$ cat src/rtl/wb_cmd_pkg.sv
// Shared definitions for the CPU command stream and the Wishbone command master.
// The CPU-side command builder uses mk_cmd() so both ends agree on the encoding.
package wb_cmd_pkg;

   localparam int CMD_W       = 34;
   localparam int OP_MSB      = 33;
   localparam int OP_LSB      = 32;
   localparam int INC_DIS_BIT = 30;
   localparam int ADDR_MSB    = 29;

   typedef enum logic [1:0] {
      CMD_RD   = 2'b00,
      CMD_WR   = 2'b01,
      CMD_ADDR = 2'b10,
      CMD_BAD  = 2'b11
   } cmd_op_e;

   typedef enum logic [1:0] {
      RSP_RD   = 2'b00,
      RSP_WR   = 2'b01,
      RSP_ADDR = 2'b10,
      RSP_ERR  = 2'b11
   } rsp_code_e;

   typedef enum logic [1:0] {
      ST_IDLE = 2'd0,
      ST_REQ  = 2'd1,
      ST_WAIT = 2'd2
   } wb_state_e;

   function automatic logic [CMD_W-1:0] mk_cmd(input cmd_op_e op, input logic [31:0] payload);
      return {op, payload};
   endfunction

endpackage

$ cat src/rtl/wb_timeout_ctr.sv
// Bus-transaction watchdog: reloaded on clear, counts down while enabled,
// expires on the last allowed cycle. TIMEOUT = 0 disables it.
module wb_timeout_ctr #(
   parameter int TIMEOUT = 255
) (
   input  logic clk,
   input  logic rst_b,
   input  logic clr_i,
   input  logic en_i,
   output logic expire_o
);

   localparam int CW = (TIMEOUT > 1) ? $clog2(TIMEOUT + 1) : 1;

   logic [CW-1:0] cnt_q, cnt_d;

   always_comb begin
      cnt_d = cnt_q;
      if (clr_i) begin
         cnt_d = CW'(TIMEOUT);
      end else if (en_i && (cnt_q != '0)) begin
         cnt_d = cnt_q - CW'(1);
      end
   end

   always_ff @(posedge clk or negedge rst_b) begin
      if (!rst_b) begin
         cnt_q <= '0;
      end else begin
         cnt_q <= cnt_d;
      end
   end

   // Terminal count of 1: the abort edge is the TIMEOUT-th edge after REQ entry.
   assign expire_o = (TIMEOUT != 0) && en_i && (cnt_q == CW'(1));

endmodule

$ cat src/rtl/wb_cmd_master.sv
// Turns the CPU command stream into single-beat pipelined Wishbone transactions.
//   state   | meaning
//   IDLE    | ready for a command; SETADDR / illegal answered here
//   REQ     | cyc=stb=1, waiting for the slave to take the strobe
//   WAIT    | cyc=1, stb=0, waiting for ack/err or timeout
module wb_cmd_master
   import wb_cmd_pkg::*;
#(
   parameter int AW      = 30,
   parameter int DW      = 32,
   parameter int TIMEOUT = 255
) (
   input  logic             clk,
   input  logic             reset,
   input  logic             cmd_stb,
   input  logic [CMD_W-1:0] cmd_word,
   output logic             cmd_busy,
   output logic             rsp_stb,
   output logic [CMD_W-1:0] rsp_word,
   output logic             o_wb_cyc,
   output logic             o_wb_stb,
   output logic             o_wb_we,
   output logic [AW-1:0]    o_wb_addr,
   output logic [DW-1:0]    o_wb_data,
   output logic [3:0]       o_wb_sel,
   input  logic             i_wb_stall,
   input  logic             i_wb_ack,
   input  logic             i_wb_err,
   input  logic [DW-1:0]    i_wb_data
);

   wb_state_e        state_q, state_d;
   logic [AW-1:0]    addr_reg_q, addr_reg_d;
   logic             inc_en_q, inc_en_d;
   logic [AW-1:0]    wb_addr_q, wb_addr_d;
   logic             wb_we_q, wb_we_d;
   logic [DW-1:0]    wb_data_q, wb_data_d;
   logic             rsp_stb_q, rsp_stb_d;
   logic [CMD_W-1:0] rsp_word_q, rsp_word_d;
   logic             tmo_clr, tmo_en, tmo_expire;
   cmd_op_e          cmd_op;

   assign cmd_op = cmd_op_e'(cmd_word[OP_MSB:OP_LSB]);
   assign tmo_en = (state_q != ST_IDLE);

   wb_timeout_ctr #(
      .TIMEOUT (TIMEOUT)
   ) u_tmo (
      .clk      (clk),
      .rst_b    (reset),
      .clr_i    (tmo_clr),
      .en_i     (tmo_en),
      .expire_o (tmo_expire)
   );

   always_comb begin
      state_d    = state_q;
      addr_reg_d = addr_reg_q;
      inc_en_d   = inc_en_q;
      wb_addr_d  = wb_addr_q;
      wb_we_d    = wb_we_q;
      wb_data_d  = wb_data_q;
      rsp_stb_d  = 1'b0;
      rsp_word_d = rsp_word_q;
      tmo_clr    = 1'b0;
      case (state_q)
         ST_IDLE: begin
            if (cmd_stb) begin
               case (cmd_op)
                  CMD_RD: begin
                     wb_addr_d = addr_reg_q;
                     wb_we_d   = 1'b0;
                     tmo_clr   = 1'b1;
                     state_d   = ST_REQ;
                  end
                  CMD_WR: begin
                     wb_addr_d = addr_reg_q;
                     wb_we_d   = 1'b1;
                     wb_data_d = cmd_word[DW-1:0];
                     tmo_clr   = 1'b1;
                     state_d   = ST_REQ;
                  end
                  CMD_ADDR: begin
                     addr_reg_d = cmd_word[ADDR_MSB:0];
                     inc_en_d   = !cmd_word[INC_DIS_BIT];
                     rsp_stb_d  = 1'b1;
                     rsp_word_d = {RSP_ADDR, 2'b00, cmd_word[ADDR_MSB:0]};
                  end
                  default: begin
                     rsp_stb_d  = 1'b1;
                     rsp_word_d = {RSP_ERR, 32'h0};
                  end
               endcase
            end
         end
         ST_REQ, ST_WAIT: begin
            // A slave answer on the final allowed cycle beats the watchdog.
            if (i_wb_err) begin
               rsp_stb_d  = 1'b1;
               rsp_word_d = {RSP_ERR, 32'h0};
               state_d    = ST_IDLE;
            end else if (i_wb_ack) begin
               rsp_stb_d  = 1'b1;
               rsp_word_d = wb_we_q ? {RSP_WR, 32'h0} : {RSP_RD, i_wb_data};
               if (inc_en_q) begin
                  addr_reg_d = addr_reg_q + AW'(1);
               end
               state_d = ST_IDLE;
            end else if (tmo_expire) begin
               rsp_stb_d  = 1'b1;
               rsp_word_d = {RSP_ERR, 32'h1};
               state_d    = ST_IDLE;
            end else if ((state_q == ST_REQ) && !i_wb_stall) begin
               state_d = ST_WAIT;
            end
         end
         default: begin
            state_d = ST_IDLE;
         end
      endcase
   end

   always_ff @(posedge clk or negedge reset) begin
      if (!reset) begin
         state_q    <= ST_IDLE;
         addr_reg_q <= '0;
         inc_en_q   <= 1'b1;
         wb_addr_q  <= '0;
         wb_we_q    <= 1'b0;
         wb_data_q  <= '0;
         rsp_stb_q  <= 1'b0;
         rsp_word_q <= '0;
      end else begin
         state_q    <= state_d;
         addr_reg_q <= addr_reg_d;
         inc_en_q   <= inc_en_d;
         wb_addr_q  <= wb_addr_d;
         wb_we_q    <= wb_we_d;
         wb_data_q  <= wb_data_d;
         rsp_stb_q  <= rsp_stb_d;
         rsp_word_q <= rsp_word_d;
      end
   end

   assign cmd_busy  = (state_q != ST_IDLE);
   assign o_wb_cyc  = (state_q != ST_IDLE);
   assign o_wb_stb  = (state_q == ST_REQ);
   assign o_wb_we   = wb_we_q;
   assign o_wb_addr = wb_addr_q;
   assign o_wb_data = wb_data_q;
   assign o_wb_sel  = 4'hF;
   assign rsp_stb   = rsp_stb_q;
   assign rsp_word  = rsp_word_q;

endmodule

$ cat config.mk
export PLATFORM = sky130hd
export DESIGN_NAME = wb_cmd_master
export DESIGN_NICKNAME = d
export VERILOG_FILES = /design/src/rtl/wb_cmd_pkg.sv /design/src/rtl/wb_timeout_ctr.sv /design/src/rtl/wb_cmd_master.sv
export SDC_FILE = /design/constraint.sdc
export NUM_CORES = 1
export LEC_CHECK = 0
export CAP_MARGIN = 20
export CORE_AREA = 4 4 129 131
export CTS_CLUSTER_DIAMETER = 40
export CTS_CLUSTER_SIZE = 10
export DETAILED_ROUTE_END_ITERATION = 10
export DIE_AREA = 0 0 133 135
export PLACE_DENSITY = 0.78
export SLEW_MARGIN = 20
export SYNTH_ARGS = -nofsm -noshare
export SYNTH_HDL_FRONTEND = slang
export SYNTH_HIERARCHICAL = 1
export SYNTH_SLANG_ARGS = --single-unit
$ cat constraint.sdc
create_clock -name clk -period 2.08 [get_ports clk]
set_input_delay 0.416 -clock clk [delete_from_list [all_inputs] [get_ports clk]]
set_output_delay 0.416 -clock clk [all_outputs]
set_load 0.01 [all_outputs]
After elaboration in Yosys (flattened, before gate mapping)
Index checks and enable logic that the tools add are counted.

Multiplexer cells: 32. Equal/unequal tests: 14. Reductions and logical operators: 21. Add/subtract/negate cells: 2.

Operators with widths (count): 30-bit two-way mux (5); 34-bit two-way mux (4); 34-bit case mux with 2 select lines (2); 30-bit case mux with 2 select lines (1); 33-bit two-way mux (1); 30-bit by 1-bit adder with 30-bit output (second input constant) (1); 8-bit two-way mux (2); 3-bit AND reduction (5); 2-bit two-way mux (6); 2-bit != test (second input constant) (6); 8-bit by 1-bit equality test with 1-bit output (second input constant) (1); 1-bit two-way mux (8); 2-bit nonzero test (4); 8-bit nonzero test (1); 8-bit by 1-bit subtractor with 8-bit output (second input constant) (1); 6-bit AND reduction (1); 5-bit != test (second input constant) (1); 2-bit by 1-bit equality test with 1-bit output (second input constant) (2); 2-bit equality test (second input constant) (2); 2-bit zero test (2); 4-bit != test (second input constant) (1); 1-bit case mux with 2 select lines (2); 2-bit case mux with 2 select lines (1); 4-bit AND reduction (1); 4 further kinds (8).

Register bits: 139. Output and inout port bits: 105. Logic and storage cells: 78.

Depth between registers and ports, before layout
Depth in word-level cells: 7. Mapped depth: 11. Gate-level depth less buffers: 9.

Hierarchy
The synthesis kept the hierarchy.

Modules (own cells, without submodules): wb_cmd_master (instances 1, area an instance 6198.4 µm², seq. area each 3279.4 µm², cells an instance 623); wb_timeout_ctr (instances 1, area an instance 510.5 µm², seq. area each 200.2 µm², cells an instance 49).

Worst setup path after synthesis
No wires, ideal clock.

Kind: reg-to-reg. Start point: register state_q[0]. End point: register rsp_word_q[0] (netlist: rsp_word[0]). Arrival time: 2.201 ns. Library setup time: 0.137 ns. Stages on the path, launching flop included: 11. Setup slack: -0.258 ns. Cells stage by stage: dfrtp_1 > inv_1 > ha_1 > inv_1 > nor4b_1 > and3_1 > nor3_1 > a21oi_1 > clkbuf_1 > clkbuf_1 > a21oi_1.

Cells in the longest elaborated chain, start to end: 4.

RTL lines: start, declared (line wb_cmd_master.sv:32) `wb_state_e state_q, state_d;`; start signal, assigned (line wb_cmd_master.sv:134) `state_q <= state_d;`; 2-bit nonzero test; via cmd_busy (line wb_cmd_master.sv:17) `output logic cmd_busy,`; 1-bit logical AND (line wb_timeout_ctr.sv:35) `assign expire_o = (TIMEOUT != 0) && en_i && (cnt_q == CW'(1));`; via tmo_expire (line wb_cmd_master.sv:40) `logic tmo_clr, tmo_en, tmo_expire;`; 4-bit != test (no line); 4-bit AND reduction (no line); end signal, assigned (line wb_cmd_master.sv:141) `rsp_word_q <= rsp_word_d;`; end, declared (line wb_cmd_master.sv:39) `logic [CMD_W-1:0] rsp_word_q, rsp_word_d;`.

The timed path passes the listed nets, and every way through them passes these cells. A chain may end at the register's enable or synchronous reset.

Final worst setup path
Start point: register state_q[1]. End point: register rsp_word_q[32] (netlist: rsp_word[32]).

Cells in the longest elaborated chain, start to end: 4.

RTL lines: 2-bit nonzero test (line wb_cmd_master.sv:44) `assign tmo_en = (state_q != ST_IDLE);`; 1-bit logical AND (line wb_timeout_ctr.sv:35); via tmo_expire (line wb_cmd_master.sv:40); 4-bit != test (no line); 4-bit AND reduction (no line).

The timed path passes the listed nets, and every way through them passes these cells.

==> results.toml <==
[outcome]
run_status = "completed"

[place]
dpl-instance-area_sq_um = 9102
placedCellCount = 1077
gp_congestion = 0.9177
io_buffers = 172
hpwlAfterDp_mm = 14.41
dpl_worst_slack_ns = -0.2464

[global_routing]
grt_pass1_wl_mm = 30.91
track_usage = 0.2174
grt.overflow.total = 0
grt_max_degree = 51
antenna_found_initial = 0
grt_pass1_vias = 5773

[logic_synthesis]
yosysWarnings = 6
netlist_area_sq_um = 6709
synthCells = 672
synthArstFlopShare = 1.000
synth.distinct_cells = 68
ys_seq_elements = 139
synth-edff-count = 0
yosysSeqAreaShare = 0.5186
synth_area_per_cell_sq_um = 9.984
synth_flop_cell = "dfrtp_1"

[critical_path]
worstPathArrival_ns = 2.32
r2r-start = "state_q[1]$_DFFE_PN0P_"
rr_worst_depth = 10
cp.required_ns = 2.38
path_common_cell = "inv_2"
rrSetupSlack_ns = 0.06
cpPeakStageDelay_ns = 0.36
worst_path_max_delay_cell = "dfrtp_1"
r2r_end = "rsp_word[32]$_DFFE_PN0P_"
cp_cell_sequence = "inv_2 > ha_4 > inv_2 > nor4b_4 > and3_4 > nor3_2 > buf_4 > a21oi_4 > buf_12 > mux2_2"
cp_max_fo = 7
critPathLaunchType = "register"
crit_type = "register to register"
end_kind = "register"

[route]
drt_iter0_drc = 498
ant_nets = 0
drt_pass1_iterations = 5
wirelength_mm = 20.12
wl_per_cell_um = 18.08
vias = 6069
viasPerCell = 5.453
drcViolationCount = 0

[floorplanning]
die_w_um = 133
initial_core_util = 0.4301
fp.coreArea_sq_um = 15600
ios = 177
dieArea_sq_um = 17960
die_y_um = 135
rows = 46

[flow_run]
maxCapViolations = 0

[cts]
insertion_delay_ns = 0.42
cts_buffer_depth = 2
cts_max_level = 4
cts_sinks = 139
cts_buffers = 17
clock-root-buffer = "clkbuf_16"
cts_tree = "yes"
clk_pin_slew_worst_paths_ns = 0.06

[cells_and_area]
diodes = 0
seqCellArea_sq_um = 3480
fin_area_sq_um = 9933
drive_gt1_frac = 0.1828
nNetsFinal = 963
layout_common_cells = "clkdlybuf4s50_1, dfrtp_1, nand2_1"
fill_cells = 1246
stdcell_count = 1113
final_common_cell = "clkdlybuf4s50_1"
area_delta_synth_final_pct = 48.06
multi_input_area_sq_um = 3009

[power_and_ir_drop]
finalPower_mw = 15.03
peakVddDrop_v = 0.0009840
cellPowerDensity_nw_per_um2 = 1513
leakage_nw = 4.255

[min_path]
hp-start = "o_wb_addr[21]$_DFFE_PN0P_"
min_to = "o_wb_addr[21]$_DFFE_PN0P_"
hold_path_class = "register to register"
min_path_cells = 2

[timing]
setup_viol = 0
fmax_mhz = 494.7
worst_clock_skew_ns = 0.008811
hold_viol_final = 0
post-route-period-util = 0.9719
rsz0062_at_grt = "false"
setup_slack_ns = 0.05843
drv_slew = 0
fin_crit_ns = 2.022
power breakdown:
| group | internal [mW] | switching, mW |
|---|---|---|
| registers | 3.97 | 0.942 |
| logic | 3.55 | 3.01 |
| clock network | 2.43 | 1.14 |
per-stage QoR:
step	utilization	hold slack, ns	TNS [ns]
after CTS	0.6295	0.4798	0
after detailed placement	0.5836	0.3936	-8.650
after global placement	0.5836	0.3973	-5.431
after global routing	0.6369	0.4969	0
final	0.6369	0.4717	0
after floorplan	-	0.1204	0
synthesized netlist by cell type, types with 8 or more instances:
library cell,instances,share of area
dfrtp_1,138,0.51
nand2_1,101,0.057
a21oi_1,57,0.043
nor2_1,51,0.029
a22oi_1,29,0.032
mux2_2,27,0.045
o21ai_0,27,0.020
clkbuf_1,22,0.012
nand3_1,19,0.014
o22ai_1,19,0.018
inv_1,16,0.0090
buf_2,15,0.011
nor4_1,10,0.0093
nor3_1,9,0.0067
and3_1,8,0.0075
worst max-delay path: cells and delay by family, from the launching register on:
family | cells | cell delay, ns
adders and majority gates | 1 | 0.18
DFF | 1 | 0.36
and+or+nand+nor | 3 | 0.47
buffers and inverters | 4 | 0.42
muxes | 1 | 0.33
AOI/OAI and AO/OA | 1 | 0.13
per-layer routing:
metal | GRT usage | vias up | part of all wire
li1 | - | 2847 | -
met1 | 0.2940 | 2946 | 0.43
met2 | 0.3290 | 248 | 0.46
met3 | 0.06334 | 28 | 0.084
met4 | 0.09007 | 0 | 0.023
met5 | 0 | - | 0
final cells by class:
cell class,count,area share
Timing Repair Buffer,240,0.2429
Tap cell,216,0.02721
Sequential cell,139,0.3503
Clock inverter,12,0.02431
Multi-Input combinational cell,469,0.3029
Clock buffer,20,0.04598
Inverter,17,0.006424
worst max path at each step:
| stage | from | end | cells past startpoint |
|---|---|---|---|
| 2_1_floorplan | state_q[0]$_DFFE_PN0P_ | rsp_word[23]$_DFFE_PN0P_ | 11 |
| 3_3_place_gp | cmd_word[33] | addr_reg_q[10]$_DFFE_PN0P_ | 6 |
| 3_5_place_dp | cmd_word[33] | addr_reg_q[10]$_DFFE_PN0P_ | 6 |
| 4_1_cts | state_q[1]$_DFFE_PN0P_ | rsp_word[32]$_DFFE_PN0P_ | 10 |
| 5_1_grt | state_q[1]$_DFFE_PN0P_ | rsp_word[32]$_DFFE_PN0P_ | 10 |
| 6_report | state_q[1]$_DFFE_PN0P_ | rsp_word[32]$_DFFE_PN0P_ | 10 |
registers in the layout, summed over array words and instances (netlist names):
| signal | cells |
|---|---|
| rsp_word | 34 |
| o_wb_data | 32 |
| addr_reg_q | 30 |
| o_wb_addr | 30 |
| u_tmo/cnt_q | 8 |
| state_q | 2 |
| inc_en_q | 1 |
| o_wb_we | 1 |
| rsp_stb | 1 |
cells by family after synthesis:
| family | count (synthesis) | synth area share |
|---|---|---|
| DFF | 139 | 0.5187 |
| adders and majority gates | 7 | 0.01305 |
| AOI/OAI and AO/OA | 167 | 0.1585 |
| buffers and inverters | 67 | 0.04681 |
| and+or+nand+nor | 250 | 0.1949 |
| other | 1 | 0.0005590 |
| muxes | 41 | 0.06751 |
timing repair:
action | 4_1_cts | 5_1_grt
hold buffers | 1 | 0
buffers inserted | 0 | 1
pin swaps | 0 | 2
hold endpoints to repair | 45 | 0
resized for setup | 3 | 13
cloned | 0 | 2
endpoints found under the setup margin | 8 | 52
(Power assumes the default switching activity.)
